==> config.mk <==
export PLATFORM = sky130hd
export DESIGN_NAME = ts_symbol_pack_fifo
export DESIGN_NICKNAME = d
export VERILOG_FILES = /design/src/rtl/ts_symbol_pack_fifo.sv
export SDC_FILE = /design/constraint.sdc
export NUM_CORES = 1
export LEC_CHECK = 0
export BUFFER_PORTS_ARGS = -buffer_cell sky130_fd_sc_hd__buf_2
export CAP_MARGIN = 20
export CORE_MARGIN = 2
export CORE_UTILIZATION = 45
export DETAILED_ROUTE_END_ITERATION = 7
export PLACE_DENSITY = 0.56
export RECOVER_POWER = 25
export SLEW_MARGIN = 0
export SYNTH_ARGS = -nofsm -noshare
export SYNTH_HDL_FRONTEND = slang
export SYNTH_SLANG_ARGS = --single-unit
==> constraint.sdc <==
create_clock -name CLOCK -period 3.74 [get_ports CLOCK]
set_input_delay 0.374 -clock CLOCK [delete_from_list [all_inputs] [get_ports CLOCK]]
set_output_delay 0.374 -clock CLOCK [all_outputs]
set_load 0.02 [all_outputs]
==> src/rtl/ts_symbol_pack_fifo.sv <==
// rtl/ts_symbol_pack_fifo.sv - packing FIFO storing SPW SYM_W-bit symbols per MEM_W-bit memory word.
// Optional sticky error flags: define PACK_FIFO_STICKY_ERR_EN.
module ts_symbol_pack_fifo #(
    parameter int SYM_W = 10,
    parameter int MEM_W = 32,
    parameter int DEPTH = 16,
    localparam int SPW  = MEM_W / SYM_W,
    localparam int CAP  = DEPTH * SPW,
    localparam int CW   = $clog2(CAP + 1)
) (
    input  logic             CLOCK,
    input  logic             RESET,
    input  logic             WRITE_IN,
    input  logic [SYM_W-1:0] DATA_IN,
    input  logic             READ_IN,
    output logic [SYM_W-1:0] DATA_OUT,
    output logic             DATA_VALID,
    output logic             FULL,
    output logic             EMPTY,
    output logic [CW-1:0]    COUNT,
`ifdef PACK_FIFO_STICKY_ERR_EN
    input  logic             CLEAR_ERR,
    output logic [1:0]       ERR_STICKY,
`endif
    output logic             OVF_PULSE,
    output logic             UNF_PULSE
);
    localparam int AW  = (DEPTH > 1) ? $clog2(DEPTH) : 1;
    localparam int SLW = (SPW > 1) ? $clog2(SPW) : 1;
    localparam logic [MEM_W-1:0] ONE_W = {{(MEM_W-1){1'b0}}, 1'b1};
    // Bits above the last whole symbol; zero when symbols tile the word exactly.
    localparam logic [MEM_W-1:0] PAD_MASK = ~((ONE_W << (SPW * SYM_W)) - ONE_W);

    generate
        if (SPW < 1) begin : g_bad_spw
            $error("ts_symbol_pack_fifo: MEM_W must hold at least one symbol");
        end
    endgenerate

    logic [MEM_W-1:0] mem_q [DEPTH];

    logic [AW-1:0]    waddr_q, waddr_d, raddr_q, raddr_d;
    logic [SLW-1:0]   wslot_q, wslot_d, rslot_q, rslot_d;
    logic [CW-1:0]    count_q, count_d;
    logic             full_q, full_d, empty_q, empty_d;
    logic [SYM_W-1:0] data_out_q, data_out_d;
    logic             valid_q, valid_d, ovf_q, ovf_d, unf_q, unf_d;
    logic             wr_acc, rd_acc;
    logic [MEM_W-1:0] rd_word, wr_word, wr_mask;

    always_comb begin
        wr_acc     = WRITE_IN && !full_q;
        rd_acc     = READ_IN && !empty_q;
        waddr_d    = waddr_q;
        wslot_d    = wslot_q;
        raddr_d    = raddr_q;
        rslot_d    = rslot_q;
        count_d    = count_q;
        data_out_d = data_out_q;
        rd_word    = mem_q[raddr_q];
        wr_word    = '0;
        wr_mask    = '0;
        valid_d    = rd_acc;
        ovf_d      = WRITE_IN && !wr_acc;
        unf_d      = READ_IN && !rd_acc;

        for (int i = 0; i < SPW; i++) begin
            wr_word[i*SYM_W +: SYM_W] = DATA_IN;
            if (wslot_q == SLW'(i)) begin
                wr_mask[i*SYM_W +: SYM_W] = {SYM_W{1'b1}};
            end
            if (rd_acc && rslot_q == SLW'(i)) begin
                data_out_d = rd_word[i*SYM_W +: SYM_W];
            end
        end
        if (wslot_q == '0) begin
            wr_mask = wr_mask | PAD_MASK;
        end

        if (wr_acc) begin
            if (wslot_q == SLW'(SPW - 1)) begin
                wslot_d = '0;
                waddr_d = waddr_q + 1'b1;
            end else begin
                wslot_d = wslot_q + 1'b1;
            end
        end
        if (rd_acc) begin
            if (rslot_q == SLW'(SPW - 1)) begin
                rslot_d = '0;
                raddr_d = raddr_q + 1'b1;
            end else begin
                rslot_d = rslot_q + 1'b1;
            end
        end

        case ({wr_acc, rd_acc})
            2'b10:   count_d = count_q + 1'b1;
            2'b01:   count_d = count_q - 1'b1;
            default: count_d = count_q;
        endcase
        full_d  = (count_d == CW'(CAP));
        empty_d = (count_d == '0);
    end

    // Storage is deliberately not reset; the masked write keeps the other slots intact.
    always_ff @(posedge CLOCK) begin
        if (wr_acc) begin
            mem_q[waddr_q] <= (mem_q[waddr_q] & ~wr_mask) | (wr_word & wr_mask);
        end
    end

    always_ff @(posedge CLOCK or posedge RESET) begin
        if (RESET) begin
            waddr_q    <= '0;
            wslot_q    <= '0;
            raddr_q    <= '0;
            rslot_q    <= '0;
            count_q    <= '0;
            full_q     <= 1'b0;
            empty_q    <= 1'b1;
            data_out_q <= '0;
            valid_q    <= 1'b0;
            ovf_q      <= 1'b0;
            unf_q      <= 1'b0;
        end else begin
            waddr_q    <= waddr_d;
            wslot_q    <= wslot_d;
            raddr_q    <= raddr_d;
            rslot_q    <= rslot_d;
            count_q    <= count_d;
            full_q     <= full_d;
            empty_q    <= empty_d;
            data_out_q <= data_out_d;
            valid_q    <= valid_d;
            ovf_q      <= ovf_d;
            unf_q      <= unf_d;
        end
    end

    assign DATA_OUT   = data_out_q;
    assign DATA_VALID = valid_q;
    assign FULL       = full_q;
    assign EMPTY      = empty_q;
    assign COUNT      = count_q;
    assign OVF_PULSE  = ovf_q;
    assign UNF_PULSE  = unf_q;

`ifdef PACK_FIFO_STICKY_ERR_EN
    logic [1:0] err_q, err_d;

    // Sets on the same edge as the pulse so a clear in that cycle wins.
    always_comb begin
        err_d = CLEAR_ERR ? 2'b00 : (err_q | {ovf_d, unf_d});
    end

    always_ff @(posedge CLOCK or posedge RESET) begin
        if (RESET) begin
            err_q <= 2'b00;
        end else begin
            err_q <= err_d;
        end
    end

    assign ERR_STICKY = err_q;
`else
    // Errors are reported through OVF_PULSE/UNF_PULSE only.
`endif
endmodule

==> impl_metrics.ini <==
[timing]
setup_viol = 0
worst_slew_pin_slew_ns = 1.77
layout_setup_ws_ns = 0.487
slew_violations = 104
finalSetupTns_ns = 0
post-route-min-period_ns = 3.25
timing.final.crit_share_pct = 87.0
rsz_0062_raised_after_global_routing = false
fmax_mhz = 307
hold_violations = 0
maxSlewHeadroom_pct = -18.1
finalClockSkew_ns = 0.0181

[clock_tree]
post-cts-setup-buffers = 0
ctsHtreeMaxLevel = 2
clkLatencyLatePin_ns = 0.61
cts_repair_resize_count = 0
ctsRootBufferMaster = sky130_fd_sc_hd__clkbuf_16
clk_path_buf_depth = 3
cts.sinks = 513
clk_pin_slew_worst_paths_ns = 0.06
post_cts_hold_buffer_count = 2
cts_tree = done
cts-buffers-inserted = 55

[floorplanning]
start_util_pct = 45.4
die-height_um = 234
design.portCount = 35
die_area_mm2 = 0.0549
rows = 84
die_width_um = 234
core_area_mm2 = 0.0526

[grt]
grt_max_degree = 49
grt_first_pass_wirelength_um = 95000
first_global_vias = 13200
antenna_found_initial = 2
grt_usage_pct = 24.9
grt.overflow.total = 0

[placement]
io_buffers = 34
post_dp_cell_area_mm2 = 0.0252
gpl.final_weighted_congestion = 0.768
preCtsSetupSlack_ns = 0.840
dp.final_hpwl_um = 39200
place_inst = 1880

[routing]
remaining_drc_errors = 0
detail-route-antenna-nets = 0
drt_first_pass_iters = 5
dr.first_iter.drc_count = 1238
routed_wire_length_um = 65500
post_drt_wl_per_cell_um = 33.0
routed_vias = 12700
detail_route.vias_per_cell = 6.37

[final_layout]
finish.net_count = 1272
post_route_cells_drive_above_1_share_pct = 37.0
area_growth_syn_to_layout_pct = 12.9
final_cell_area_mm2 = 0.0270
diodes = 0
finish.cell_count_without_fillers = 1985

[synth]
synth_enable_flop_cells = 480
synthTopCellsByArea = sky130_fd_sc_hd__edfxtp_1 60%, sky130_fd_sc_hd__mux4_2 26%, sky130_fd_sc_hd__dfrtp_1 3.4%
yosys.area.top_type = sky130_fd_sc_hd__edfxtp_1
synthDominantCellAreaShare_pct = 60.4
most_common_cell_in_the_synthesized_netlist = sky130_fd_sc_hd__edfxtp_1
avgSynthCellArea_um2 = 20.2
ys_ff_latch = 513
synth_async_sr_flop_share_pct = 6.43
synth-seq-area-share_pct = 63.8
most_numerous_cell_types_in_the_synthesized_netlist = 480 x sky130_fd_sc_hd__edfxtp_1, 276 x sky130_fd_sc_hd__mux4_2, 71 x sky130_fd_sc_hd__nand2_1
postSynthNetCount = 1204
count_of_warnings_emitted_by_yosys = 0
synthesis.area_mm2 = 0.0239
distinct_cell_type_count_of_the_synthesized_netlist = 57
synth_instances = 1183
synthFlopType = sky130_fd_sc_hd__edfxtp_1

[worst_setup_path]
cp_data_arrival_time_ns = 3.45
worst_ep_required_time_ns = 3.94
start_kind = flip-flop
crit_type = flip-flop to flip-flop
critPathSlowestCell = sky130_fd_sc_hd__clkbuf_1
endpoint_kind = flip-flop
cpPeakStageDelay_ns = 1.27
cp_top_family = buffers and inverters
count_of_buffering_cells_on_the_critical_path_with_inverters_included = 1
cp_max_fo = 48
worstPathCellList = ha_1, and2_2, clkbuf_1

[run]
number_of_max_cap_violations = 8

[power]
power_mw = 24.1
total_power_divided_by_cell_area_mw_per_mm2 = 895
vdd_drop_max_v = 0.000357
total_leakage_power_nw = 8.50

[status]
failed_checks = capacitance limit, slew limit
outcome = finished with violations

[min_path]
min_path_type = input port to flip-flop
through the flow:
step	util (%)	hold WS, ns
after floorplan	-	0.483
after global placement	48.0	0.495
after detailed placement	48.0	0.492
after CTS	51.5	0.0675
after global routing	51.3	0.0957
final	51.3	0.102
registers in the layout, indices dropped and copies added (netlist names):
name / cells
COUNT: 6
waddr_q: 4
rslot_q: 2
DATA_OUT: 10
OVF_PULSE: 1
mem_q: 480
EMPTY: 1
raddr_q: 4
wslot_q: 2
FULL: 1
DATA_VALID: 1
UNF_PULSE: 1
per-layer routing:
metal	GRT usage, %	up-vias	share of wire [%]
met5	0	-	0.020
met4	8.69	2	3.5
met3	4.64	121	6.2
met2	41.7	425	50
met1	32.7	6889	40
li1	-	5215	-
kinds of logic (layout without fill, tap and decap cells):
kind of cell             count (synthesis)  in the layout  share of synthesized area, %
flip-flops                             513            513                          63.8
AO/OA/AOI/OAI                           76             76                          2.13
adder cells (fa/ha/maj)                  7              7                         0.367
buffers and inverters                  101            215                          2.10
AND/OR/NAND/NOR                        161            161                          3.36
XOR/XNOR                                11             11                         0.403
multiplexers                           314            314                          27.8
path summary, 6_finish.rpt:
path,startpoint,end,slack [ns],cells past startpoint
min,READ_IN,UNF_PULSE,0.10,2
min reg2reg,FULL,OVF_PULSE,0.51,1
min in group asynchronous,RESET,DATA_VALID,0.48,4
max reg2reg,waddr_q[1],mem_q[6][2],0.49,3
max,waddr_q[1],mem_q[6][2],0.49,3
max in group asynchronous,RESET,waddr_q[1],2.77,4
layout make-up:
class	count	area (um2)
multi-input cells	569	8180
clock inverters	26	248
well taps	688	861
flip-flops and latches	513	15300
inverters	9	33.8
clock buffers	77	1550
repair buffers	103	837
fillers	4230	25600
worst register-to-register path: stages (launching register included):
cell and delay [ns]:
sky130_fd_sc_hd__dfrtp_4 1.00, sky130_fd_sc_hd__ha_1 0.38, sky130_fd_sc_hd__and2_2 0.18, sky130_fd_sc_hd__clkbuf_1 1.27
cells in the final DEF (no fill, tap or decap), types with 3 or more instances in the layout:
master	netlist	final
sky130_fd_sc_hd__edfxtp_1	480	480
sky130_fd_sc_hd__mux4_2	276	276
sky130_fd_sc_hd__nand2_1	71	71
sky130_fd_sc_hd__clkbuf_16	0	57
sky130_fd_sc_hd__clkbuf_1	50	46
sky130_fd_sc_hd__buf_4	9	38
sky130_fd_sc_hd__mux2_2	34	33
sky130_fd_sc_hd__dfrtp_1	32	26
sky130_fd_sc_hd__buf_12	0	17
sky130_fd_sc_hd__o21ai_0	16	16
sky130_fd_sc_hd__nor2_1	16	16
sky130_fd_sc_hd__a31oi_1	15	15
sky130_fd_sc_hd__nand3_1	13	13
sky130_fd_sc_hd__buf_2	17	13
sky130_fd_sc_hd__clkinv_2	0	12
sky130_fd_sc_hd__o22ai_1	9	9
sky130_fd_sc_hd__a21oi_1	9	9
sky130_fd_sc_hd__nor3_1	9	9
sky130_fd_sc_hd__clkinv_1	0	9
sky130_fd_sc_hd__inv_1	7	8
sky130_fd_sc_hd__and2_2	0	8
sky130_fd_sc_hd__nand4_1	7	7
sky130_fd_sc_hd__xnor2_1	7	7
sky130_fd_sc_hd__and2_0	0	7
sky130_fd_sc_hd__ha_1	7	7
sky130_fd_sc_hd__clkbuf_8	0	5
sky130_fd_sc_hd__bufinv_16	0	5
sky130_fd_sc_hd__and4_1	4	4
sky130_fd_sc_hd__nand2b_1	4	4
sky130_fd_sc_hd__mux2i_1	4	4
sky130_fd_sc_hd__nor2b_1	4	4
sky130_fd_sc_hd__xor2_1	4	4
sky130_fd_sc_hd__o21ai_1	3	3
sky130_fd_sc_hd__o2111a_1	3	3
sky130_fd_sc_hd__a211o_1	3	3
sky130_fd_sc_hd__and2_1	18	3
sky130_fd_sc_hd__dfrtp_4	0	3
sky130_fd_sc_hd__dfrtp_2	0	3
power by group:
part           internal [mW]  total, mW  leakage [nW]  switching [mW]
combinational           4.21       9.07          2.89            4.86
sequential              8.75       9.60          4.72           0.855
clock                   3.22       5.47         0.886            2.25
Note: power is estimated with default switching activity, not from simulation.
